**config.mk**
```make
export PLATFORM = sky130hd
export DESIGN_NAME = varredura_display_flat
export DESIGN_NICKNAME = d
export VERILOG_FILES = /design/src/rtl/varredura_display_if.sv /design/src/rtl/varredura_display.sv /design/src/flat_wrapper.sv
export SDC_FILE = /design/constraint.sdc
export NUM_CORES = 1
export LEC_CHECK = 0
export CORE_ASPECT_RATIO = 1.2
export CORE_MARGIN = 1.5
export CORE_UTILIZATION = 50
export DETAILED_ROUTE_END_ITERATION = 6
export PLACE_DENSITY = 0.86
export SYNTH_ARGS = -nofsm -noshare
export SYNTH_HDL_FRONTEND = slang
export SYNTH_SLANG_ARGS = --single-unit
```
**constraint.sdc**
```tcl
create_clock -name clock -period 2.4 [get_ports clock]
set_input_delay 0.48 -clock clock [delete_from_list [all_inputs] [get_ports clock]]
set_output_delay 0.48 -clock clock [all_outputs]
set_load 0.02 [all_outputs]
```
**src/rtl/varredura_display_if.sv**
```systemverilog
// Bus between the counter datapath / conversor side and the scan controller.
interface varredura_display_if #(
    parameter int unsigned N_DIGITS = 4
);
    logic                      enable;
    logic                      load;
    logic [4*N_DIGITS-1:0]     digitos;
    logic                      lz_blank;
    logic [3:0]                nibble;
    logic [N_DIGITS-1:0]       anodo;
    logic                      apagado;
    logic                      fim_quadro;

    modport master (
        output enable, load, digitos, lz_blank,
        input  nibble, anodo, apagado, fim_quadro
    );

    modport slave (
        input  enable, load, digitos, lz_blank,
        output nibble, anodo, apagado, fim_quadro
    );
endinterface

```
**src/rtl/varredura_display.sv**
```systemverilog
// Time-multiplexed 7-segment scan controller: guard/show slots per digit,
// frame-atomic digit snapshot and optional leading-zero suppression.
module varredura_display #(
    parameter int unsigned N_DIGITS = 4,
    parameter int unsigned PRESCALE = 4,
    parameter int unsigned GUARD    = 1
) (
    input  logic               clock,
    input  logic               reset,
    varredura_display_if.slave bus
);
    localparam int unsigned T_MAX   = (PRESCALE > GUARD) ? PRESCALE : GUARD;
    localparam int unsigned TIMER_W = $clog2(T_MAX) + 1;
    localparam int unsigned INDEX_W = (N_DIGITS > 1) ? $clog2(N_DIGITS) : 1;

    localparam logic [TIMER_W-1:0]  GUARD_LAST = TIMER_W'(GUARD - 1);
    localparam logic [TIMER_W-1:0]  SHOW_LAST  = TIMER_W'(PRESCALE - 1);
    localparam logic [INDEX_W-1:0]  LAST_IDX   = INDEX_W'(N_DIGITS - 1);
    localparam logic [N_DIGITS-1:0] ONE_HOT0   = N_DIGITS'(1);

    typedef enum logic [1:0] {
        ST_IDLE  = 2'd0,
        ST_GUARD = 2'd1,
        ST_SHOW  = 2'd2
    } state_t;

    state_t                      state_q, state_d;
    logic [INDEX_W-1:0]          index_q, index_d;
    logic [TIMER_W-1:0]          timer_q, timer_d;
    logic [N_DIGITS-1:0][3:0]    shadow_q, shadow_d;
    logic [N_DIGITS-1:0][3:0]    pending_q, pending_d;
    logic                        pend_valid_q, pend_valid_d;
    logic [3:0]                  nibble_q, nibble_d;
    logic [N_DIGITS-1:0]         anodo_q, anodo_d;
    logic                        apagado_q, apagado_d;
    logic                        fim_quadro_q, fim_quadro_d;

    logic                        boundary_c;
    logic                        zero_above_c;
    logic [N_DIGITS-1:0]         supp_c;

    // Next-state, snapshot management and next-output computation.
    always_comb begin
        state_d      = state_q;
        index_d      = index_q;
        timer_d      = timer_q;
        shadow_d     = shadow_q;
        pending_d    = pending_q;
        pend_valid_d = pend_valid_q;
        nibble_d     = nibble_q;
        anodo_d      = '0;
        apagado_d    = 1'b1;
        fim_quadro_d = 1'b0;
        zero_above_c = 1'b1;
        supp_c       = '0;

        boundary_c = (state_q == ST_SHOW) && (index_q == LAST_IDX) &&
                     (timer_q == SHOW_LAST);

        // Scan sequencing; dropping enable abandons the slot immediately.
        if (!bus.enable) begin
            state_d = ST_IDLE;
            index_d = '0;
            timer_d = '0;
        end else begin
            case (state_q)
                ST_IDLE: begin
                    state_d = ST_GUARD;
                    index_d = '0;
                    timer_d = '0;
                end
                ST_GUARD: begin
                    if (timer_q == GUARD_LAST) begin
                        state_d = ST_SHOW;
                        timer_d = '0;
                    end else begin
                        timer_d = timer_q + TIMER_W'(1);
                    end
                end
                ST_SHOW: begin
                    if (timer_q == SHOW_LAST) begin
                        state_d = ST_GUARD;
                        timer_d = '0;
                        index_d = (index_q == LAST_IDX) ? '0 : index_q + INDEX_W'(1);
                    end else begin
                        timer_d = timer_q + TIMER_W'(1);
                    end
                end
                default: begin
                    state_d = ST_IDLE;
                    index_d = '0;
                    timer_d = '0;
                end
            endcase
        end

        // Snapshot only moves while idle or at the frame boundary.
        if (state_q == ST_IDLE) begin
            if (bus.load) begin
                shadow_d = bus.digitos;
            end
        end else if (boundary_c) begin
            if (bus.load) begin
                shadow_d = bus.digitos;
            end else if (pend_valid_q) begin
                shadow_d = pending_q;
            end
            pend_valid_d = 1'b0;
        end else if (bus.load) begin
            pending_d    = bus.digitos;
            pend_valid_d = 1'b1;
        end

        // Digit k is blank when it and every higher digit are zero (never digit 0).
        for (int k = N_DIGITS - 1; k >= 0; k--) begin
            zero_above_c = zero_above_c && (shadow_d[k] == 4'd0);
            supp_c[k]    = bus.lz_blank && (k != 0) && zero_above_c;
        end

        // Outputs describe the cycle being entered, so they use next values.
        nibble_d = shadow_d[index_d];
        if (state_d == ST_SHOW) begin
            if (!supp_c[index_d]) begin
                anodo_d   = ONE_HOT0 << index_d;
                apagado_d = 1'b0;
            end
            fim_quadro_d = (index_d == LAST_IDX) && (timer_d == SHOW_LAST);
        end
    end

    // State and output registers.
    always_ff @(posedge clock or posedge reset) begin
        if (reset) begin
            state_q      <= ST_IDLE;
            index_q      <= '0;
            timer_q      <= '0;
            shadow_q     <= '0;
            pending_q    <= '0;
            pend_valid_q <= 1'b0;
            nibble_q     <= 4'd0;
            anodo_q      <= '0;
            apagado_q    <= 1'b1;
            fim_quadro_q <= 1'b0;
        end else begin
            state_q      <= state_d;
            index_q      <= index_d;
            timer_q      <= timer_d;
            shadow_q     <= shadow_d;
            pending_q    <= pending_d;
            pend_valid_q <= pend_valid_d;
            nibble_q     <= nibble_d;
            anodo_q      <= anodo_d;
            apagado_q    <= apagado_d;
            fim_quadro_q <= fim_quadro_d;
        end
    end

    assign bus.nibble     = nibble_q;
    assign bus.anodo      = anodo_q;
    assign bus.apagado    = apagado_q;
    assign bus.fim_quadro = fim_quadro_q;
endmodule

```
**src/flat_wrapper.sv**
```systemverilog
// flat-port wrapper written by rule: the top's interface ports become plain ports
module varredura_display_flat 
#(
    parameter int unsigned N_DIGITS = 4,
    parameter int unsigned PRESCALE = 4,
    parameter int unsigned GUARD    = 1
)
  (clock, reset, bus_enable, bus_load, bus_digitos, bus_lz_blank, bus_nibble, bus_anodo, bus_apagado, bus_fim_quadro);
  varredura_display_if #(.N_DIGITS(N_DIGITS)) bus_i ();
  input  logic clock;
  input  logic reset;
  input wire logic [$bits(bus_i.enable)-1:0] bus_enable;
  input wire logic [$bits(bus_i.load)-1:0] bus_load;
  input wire logic [$bits(bus_i.digitos)-1:0] bus_digitos;
  input wire logic [$bits(bus_i.lz_blank)-1:0] bus_lz_blank;
  output wire logic [$bits(bus_i.nibble)-1:0] bus_nibble;
  output wire logic [$bits(bus_i.anodo)-1:0] bus_anodo;
  output wire logic [$bits(bus_i.apagado)-1:0] bus_apagado;
  output wire logic [$bits(bus_i.fim_quadro)-1:0] bus_fim_quadro;
  assign bus_i.enable = bus_enable;
  assign bus_i.load = bus_load;
  assign bus_i.digitos = bus_digitos;
  assign bus_i.lz_blank = bus_lz_blank;
  assign bus_nibble = bus_i.nibble;
  assign bus_anodo = bus_i.anodo;
  assign bus_apagado = bus_i.apagado;
  assign bus_fim_quadro = bus_i.fim_quadro;
  varredura_display #(.N_DIGITS(N_DIGITS), .PRESCALE(PRESCALE), .GUARD(GUARD)) u_core (.clock(clock), .reset(reset), .bus(bus_i));
endmodule
```
### Word level (Yosys, flattened, before mapping)

Index checks and enable logic that the tools add are counted.

| storage, ports and cells | value |
|---|---|
| register bits after elaboration | 50 |
| bits of input ports | 21 |
| output and inout port bits | 10 |

| operators by class | value |
|---|---|
| add/sub/neg operators | 2 |
| order comparisons | 1 |
| eq/ne operators | 7 |
| shift operators | 1 |
| muxes and demuxes | 28 |
| bitwise operators | 2 |
| reductions and logical operators | 16 |

Operators by type and width:

| cell | count |
|---|---|
| 2-to-1 mux 16 bit | 5 |
| zero test 4 bit | 3 |
| 2-to-1 mux 2 bit | 6 |
| 2-to-1 mux 4 bit | 3 |
| 2-to-1 mux 3 bit | 3 |
| binary-select mux 4 bit (select 2 bit) | 1 |
| equality test 2 bit, second input constant | 4 |
| logical AND 1 bit | 8 |
| equality test 3 x 2 -> 1 bit, second input constant | 2 |
| 2-to-1 mux 1 bit | 6 |
| one-hot mux 2 bit (3 select lines) | 1 |
| one-hot mux 3 bit (2 select lines) | 1 |
| one-hot mux 2 bit (2 select lines) | 1 |
| << shifter 1 x 2 -> 4 bit, first input constant | 1 |
| adder 3 x 1 -> 3 bit, second input constant | 1 |
| zero test 3 bit | 1 |
| < comparator 2 x 3 -> 1 bit, second input constant | 1 |
| AND reduction 3 bit | 1 |
| adder 2 x 1 -> 2 bit, second input constant | 1 |
| binary-select mux 1 bit (select 2 bit) | 1 |
| equality test 2 x 1 -> 1 bit, second input constant | 1 |
| zero test 2 bit | 1 |
| NOT 1 bit | 2 |
| AND reduction 2 bit | 1 |
| nonzero test 2 bit | 1 |

### Longest topological paths before layout

| logic depth | value |
|---|---|
| depth in word-level cells | 13 |
| gate-level depth with buffers | 10 |
| gate-level depth less buffers | 8 |

### Worst setup path before layout

Ideal clock, no wire load.

| timing path | value |
|---|---|
| kind | register -> register |
| start | register u_core.timer_q[0] |
| end | register u_core.anodo_q[1] (netlist: u_core.bus.anodo[1]) |
| setup time | 122 ps |
| data arrival time | 2,121 ps |
| setup slack | 158 ps |
| cell stages (with the launch flop) | 11 |
| clock period less this slack | 2,242 ps |
| cells stage by stage | dfrtp_1 ha_1 ha_1 buf_6 and3_1 buf_6 a21oi_4 a222oi_1 and4_1 o21ai_2 o2111a_1 |

| between the ends | value |
|---|---|
| word-level cells in the longest chain between the ends | 12 |
| elaborated cells between the ends (all ways) | 26 |
| those cells by class | 2 x eq/ne; 1 x shift; 13 x mux; 10 x reduce/logical |

Ends and longest elaborated chain:

| item | RTL line | text |
|---|---|---|
| from (decl) | varredura_display.sv:29 | `logic [TIMER_W-1:0] timer_q, timer_d;` |
| from (signal assigned) | varredura_display.sv:147 | `timer_q <= timer_d;` |
| equality test 3 x 2 -> 1 bit | varredura_display.sv:58, varredura_display.sv:81 |  |
| logical AND 1 bit | varredura_display.sv:57 | `boundary_c = (state_q == ST_SHOW) && (index_q == LAST_IDX) &&` |
| 2-to-1 mux 16 bit | varredura_display.sv:102 | `end else if (boundary_c) begin` |
| 2-to-1 mux 16 bit | varredura_display.sv:98 | `if (state_q == ST_IDLE) begin` |
| zero test 4 bit | varredura_display.sv:116 | `zero_above_c = zero_above_c && (shadow_d[k] == 4'd0);` |
| logical AND 1 bit (2 in series) | varredura_display.sv:116 |  |
| logical AND 1 bit | varredura_display.sv:117 | `supp_c[k] = bus.lz_blank && (k != 0) && zero_above_c;` |
| binary-select mux 1 bit (select 2 bit) | varredura_display.sv:123 | `if (!supp_c[index_d]) begin` |
| 2-to-1 mux 1 bit (not written as such) | varredura_display.sv:123 |  |
| 2-to-1 mux 4 bit | varredura_display.sv:123 |  |
| 2-to-1 mux 4 bit (*) | varredura_display.sv:122 | `if (state_d == ST_SHOW) begin` |
| named net u_core.anodo_d[1] | varredura_display.sv:34 | `logic [N_DIGITS-1:0] anodo_q, anodo_d;` |
| to (signal assigned) | varredura_display.sv:152 | `anodo_q <= anodo_d;` |
| to (decl) | varredura_display.sv:34 |  |

The timed path passes the listed nets; every way through them passes the cells marked *. The select of a mux whose other input is x is not followed.
A chain may end at the register's enable or synchronous reset.

### Final worst setup path

| timing path | value |
|---|---|
| start | input port bus_load |
| end | register u_core.anodo_q[1] (netlist: u_core.bus.anodo[1]) |

| between the ends | value |
|---|---|
| word-level cells in the longest chain between the ends | 11 |
| elaborated cells between the ends (all ways) | 16 |
| those cells by class | 8 x mux; 8 x reduce/logical |

Ends and longest elaborated chain:

| item | RTL line | text |
|---|---|---|
| from (decl) | flat_wrapper.sv:13 | `input wire logic [$bits(bus_i.load)-1:0] bus_load;` |
| 2-to-1 mux 16 bit | varredura_display.sv:103 | `if (bus.load) begin` |
| 2-to-1 mux 16 bit | varredura_display.sv:102 |  |
| 2-to-1 mux 16 bit (*) | varredura_display.sv:98 |  |
| zero test 4 bit | varredura_display.sv:116 |  |
| logical AND 1 bit (2 in series) | varredura_display.sv:116 |  |
| logical AND 1 bit | varredura_display.sv:117 |  |
| binary-select mux 1 bit (select 2 bit) (*) | varredura_display.sv:123 |  |
| 2-to-1 mux 1 bit (not written as such) (*) | varredura_display.sv:123 |  |
| 2-to-1 mux 4 bit (*) | varredura_display.sv:123 |  |
| 2-to-1 mux 4 bit (*) | varredura_display.sv:122 |  |
| named net u_core.anodo_d[1] | varredura_display.sv:34 |  |

Marked as above.

==> summary.txt <==
Place
  – Count of buffers inserted at the top-level ports: 30
  – HPWL after DPL: 4600 µm
  – Global placer's final weighted congestion: 0.870

STA
  – Final clock skew: 12.0 ps
  – Pins over their slew limit: 0
  – Worst slew margin relative to its limit: 65.2%
  – Minimum clock period: 2310 ps
  – Final hold violation count: 0
  – Setup TNS: 0 ps
  – Final worst-path cycle share: 96.1%
  – Transition time at the pin with the least slew margin: 521 ps
  – Peak clock frequency supported by timing: 0.434 GHz
  – Final setup viols: 0

Detailed routing
  – Vias: 2201
  – Detailed router's first-iteration violation count: 150
  – Detailed Route WL: 6280 µm
  – DR pass1 iterations: 4
  – Wire per inst: 16.4 µm
  – Antenna Nets Post-Route: 0
  – Total DRC errors in the routed layout: 0
  – Routed via count divided by cell count: 5.76

Global routing
  – Pin count of the biggest net entering global routing: 29
  – Sum of overflow across all layers after global routing: 0
  – Initial antenna violation count: 0
  – GRT Overall Usage: 23.0%
  – Wire length of the first global-routing pass: 10800 µm
  – Vias in the first global route: 2312

Layout
  – Ratio of cells with drive above 1 in the final layout: 27.5%
  – Final design utilization: 65.2%
  – Layout Nets: 349
  – Number of antenna repair diodes: 0
  – Signed area change from the synthesized netlist to the final layout: 26.8%

Worst setup path
  – Kind of critical path: input pin to flip-flop
  – WP data arrival: 2500 ps
  – Worst path bufs/invs: 3
  – Worst path top cell family by delay: buffers and inverters
  – Endpoint required time on the critical path: 2600 ps
  – Critical Path Max Stage Delay: 550 ps
  – Critical path's most frequent cell: buf_4
  – Cell-by-cell trace of the critical path: clkdlybuf4s50_1 -> buf_4 -> nor2b_1 -> buf_4 -> o21bai_1 -> o211ai_1 -> and4_1 -> o21ai_2 -> o2111a_1
  – Category of the worst setup path launch point: input pin
  – Endpoint kind of the worst setup timing path: flip-flop
  – Max FO, Critical Path: 8
  – Master of the slowest instance on the critical path: clkdlybuf4s50_1

Outcome
  – Run status: complete, no violations

Synthesis
  – Top cell type's share of synthesized area: 45.3%
  – Portion of the post-synthesis area used by sequential elements: 46.3%
  – Most frequently used flop master after synthesis: dfrtp_1
  – Most instantiated cells after synthesis: dfrtp_1, inv_1, mux2_2
  – Post-Syn Nets: 288
  – Count leader, synth: dfrtp_1
  – Flops & latches, synth: 50
  – Ranking of synthesized cells by area: dfrtp_1, mux2_2, mux2i_1, ha_1, inv_1
  – Async set-reset flop share out of synthesis: 100%
  – Cell type with the largest total area after synthesis: dfrtp_1
  – Yosys warns: 0
  – Number of enable flip-flop cells after synthesis: 0
  – Syn Area/Cell: 10.5 µm²
  – Cells after Synth: 258
  – Synth unique cells: 53
  – Cell area after synthesis: 2710 µm²

Floorplan
  – Number of top-level pins: 31
  – Total number of placement rows: 29
  – Height of the die: 83.6 µm
  – Placeable core region: 5260 µm²
  – Die W: 70.1 µm
  – Die Outline Area: 5860 µm²
  – Initial Utilization: 51.4%

Job
  – Max_cap viols: 0

Power
  – IR Drop Worst-Case VDD: 345 µV
  – Leakage power figure: 1.58 nW
  – Pwr/cell area: 647 nW/µm²

Min path
  – Class of the worst hold path: input pin to async pin

Clock tree
  – Clock sinks: 50
  – CTS tree: yes
  – Max Root-Sink Buffers: 2
  – Number of buffers created by CTS: 5
  – Clock root buffer: clkbuf_8
  – CTS HTree Levels: 2
  – Worst skew pair latency: 310 ps
  – Clock transition at the registers of the reported paths: 100 ps
  – Number of hold-repair buffers added at the cts stage: 0
==> sequential cells by signal, indices dropped and copies added (netlist names) <==
signal	flops
u_core.bus.anodo	4
u_core.bus.apagado	1
u_core.bus.fim_quadro	1
u_core.bus.nibble	4
u_core.index_q	2
u_core.pend_valid_q	1
u_core.pending_q	16
u_core.shadow_q	16
u_core.state_q	2
u_core.timer_q	3
==> cells by family (layout without fill, tap and decap cells) <==
group | count (synthesis) | in the layout | synth area share [%]
AO/OA/AOI/OAI | 65 | 65 | 18.1
AND/OR/NAND/NOR | 65 | 65 | 12.3
flip-flops | 50 | 50 | 46.3
buffers and inverters | 36 | 98 | 5.97
multiplexers | 33 | 33 | 13.2
adder cells (fa/ha/maj) | 9 | 9 | 4.16
==> routing by layer <==
metal  up-vias  track usage, %  part of all wire (%)
li1       1048               -                     -
met1      1088            28.7                    42
met2        49            38.9                    52
met3        16            4.11                   3.3
met4         0            10.3                   3.3
met5         -               0                     0
==> what timing repair did <==
item	CTS	global route
setup endpoints to repair	4	9
resized for setup	4	9
hold endpoints to repair	0	0
pin swaps	1	4
buffers inserted	1	3
==> cell usage in the layout, fill, tap and decap left out, types with 2 or more instances in the layout <==
cell and instances:
o21ai_0 6, o21bai_1 6, dfrtp_1 49, ha_2 3, o21a_1 2, nand2b_1 3
nand3_1 9, mux2i_1 12, a21oi_1 11, a222oi_1 3, mux2_2 21, a22o_1 7
a22oi_2 2, clkbuf_8 5, nor2b_1 4, clkdlybuf4s50_1 30, a22oi_1 2, a221oi_1 2
o22ai_1 3, or2_2 2, o211ai_1 5, o32ai_1 2, inv_1 22, ha_1 6
nor2_1 16, o21ai_2 2, buf_4 36, nor3_1 4, nand2_1 13
==> area by class of cell <==
type	instances	area [µm²]
Clock buffer	5	68.8
Clock inverter	3	25.0
Fill cell	397	1830
Inverter	23	86.3
Multi-Input combinational cell	172	1330
Sequential cell	50	1250
Tap cell	62	77.6
Timing Repair Buffer	67	591
==> power by group <==
| part | switching (mW) | internal, mW |
|---|---|---|
| sequential | 0.0818 | 0.997 |
| clock | 0.295 | 0.211 |
| combinational | 0.299 | 0.334 |
| total | 0.676 | 1.54 |
==> worst paths after layout <==
path | start | end | slack [ps] | depth (start not counted)
min | reset | u_core.bus.nibble[3]$_DFF_PP0_ | 510 | 2
min reg2reg | u_core.pending_q[10]$_DFFE_PP0P_ | u_core.pending_q[10]$_DFFE_PP0P_ | 520 | 1
max | bus_load | u_core.bus.anodo[1]$_DFF_PP0_ | 90 | 9
max in group asynchronous | reset | u_core.shadow_q[7]$_DFF_PP0_ | 1360 | 3
max reg2reg | u_core.state_q[0]$_DFF_PP0_ | u_core.bus.anodo[1]$_DFF_PP0_ | 100 | 8
min in group clock | u_core.pending_q[10]$_DFFE_PP0P_ | u_core.pending_q[10]$_DFFE_PP0P_ | 520 | 1
==> per-stage QoR <==
| stage | power, mW | cell area, µm² | worst slack, ps | hold slack (ps) | cells |
|---|---|---|---|---|---|
| 2_1_floorplan | 1.45 | 2710 | 158 | 461 | 258 |
| 3_3_place_gp | 1.67 | 3270 | -201 | 489 | 370 |
| 3_5_place_dp | 1.70 | 3270 | -249 | 490 | 370 |
| 4_1_cts | 2.21 | 3380 | 2.42 | 503 | 379 |
| 5_1_grt | 2.34 | 3430 | -12.1 | 530 | 382 |
| 6_report | 2.22 | 3430 | 94.2 | 513 | 382 |
Note: power is estimated with default switching activity, not from simulation.
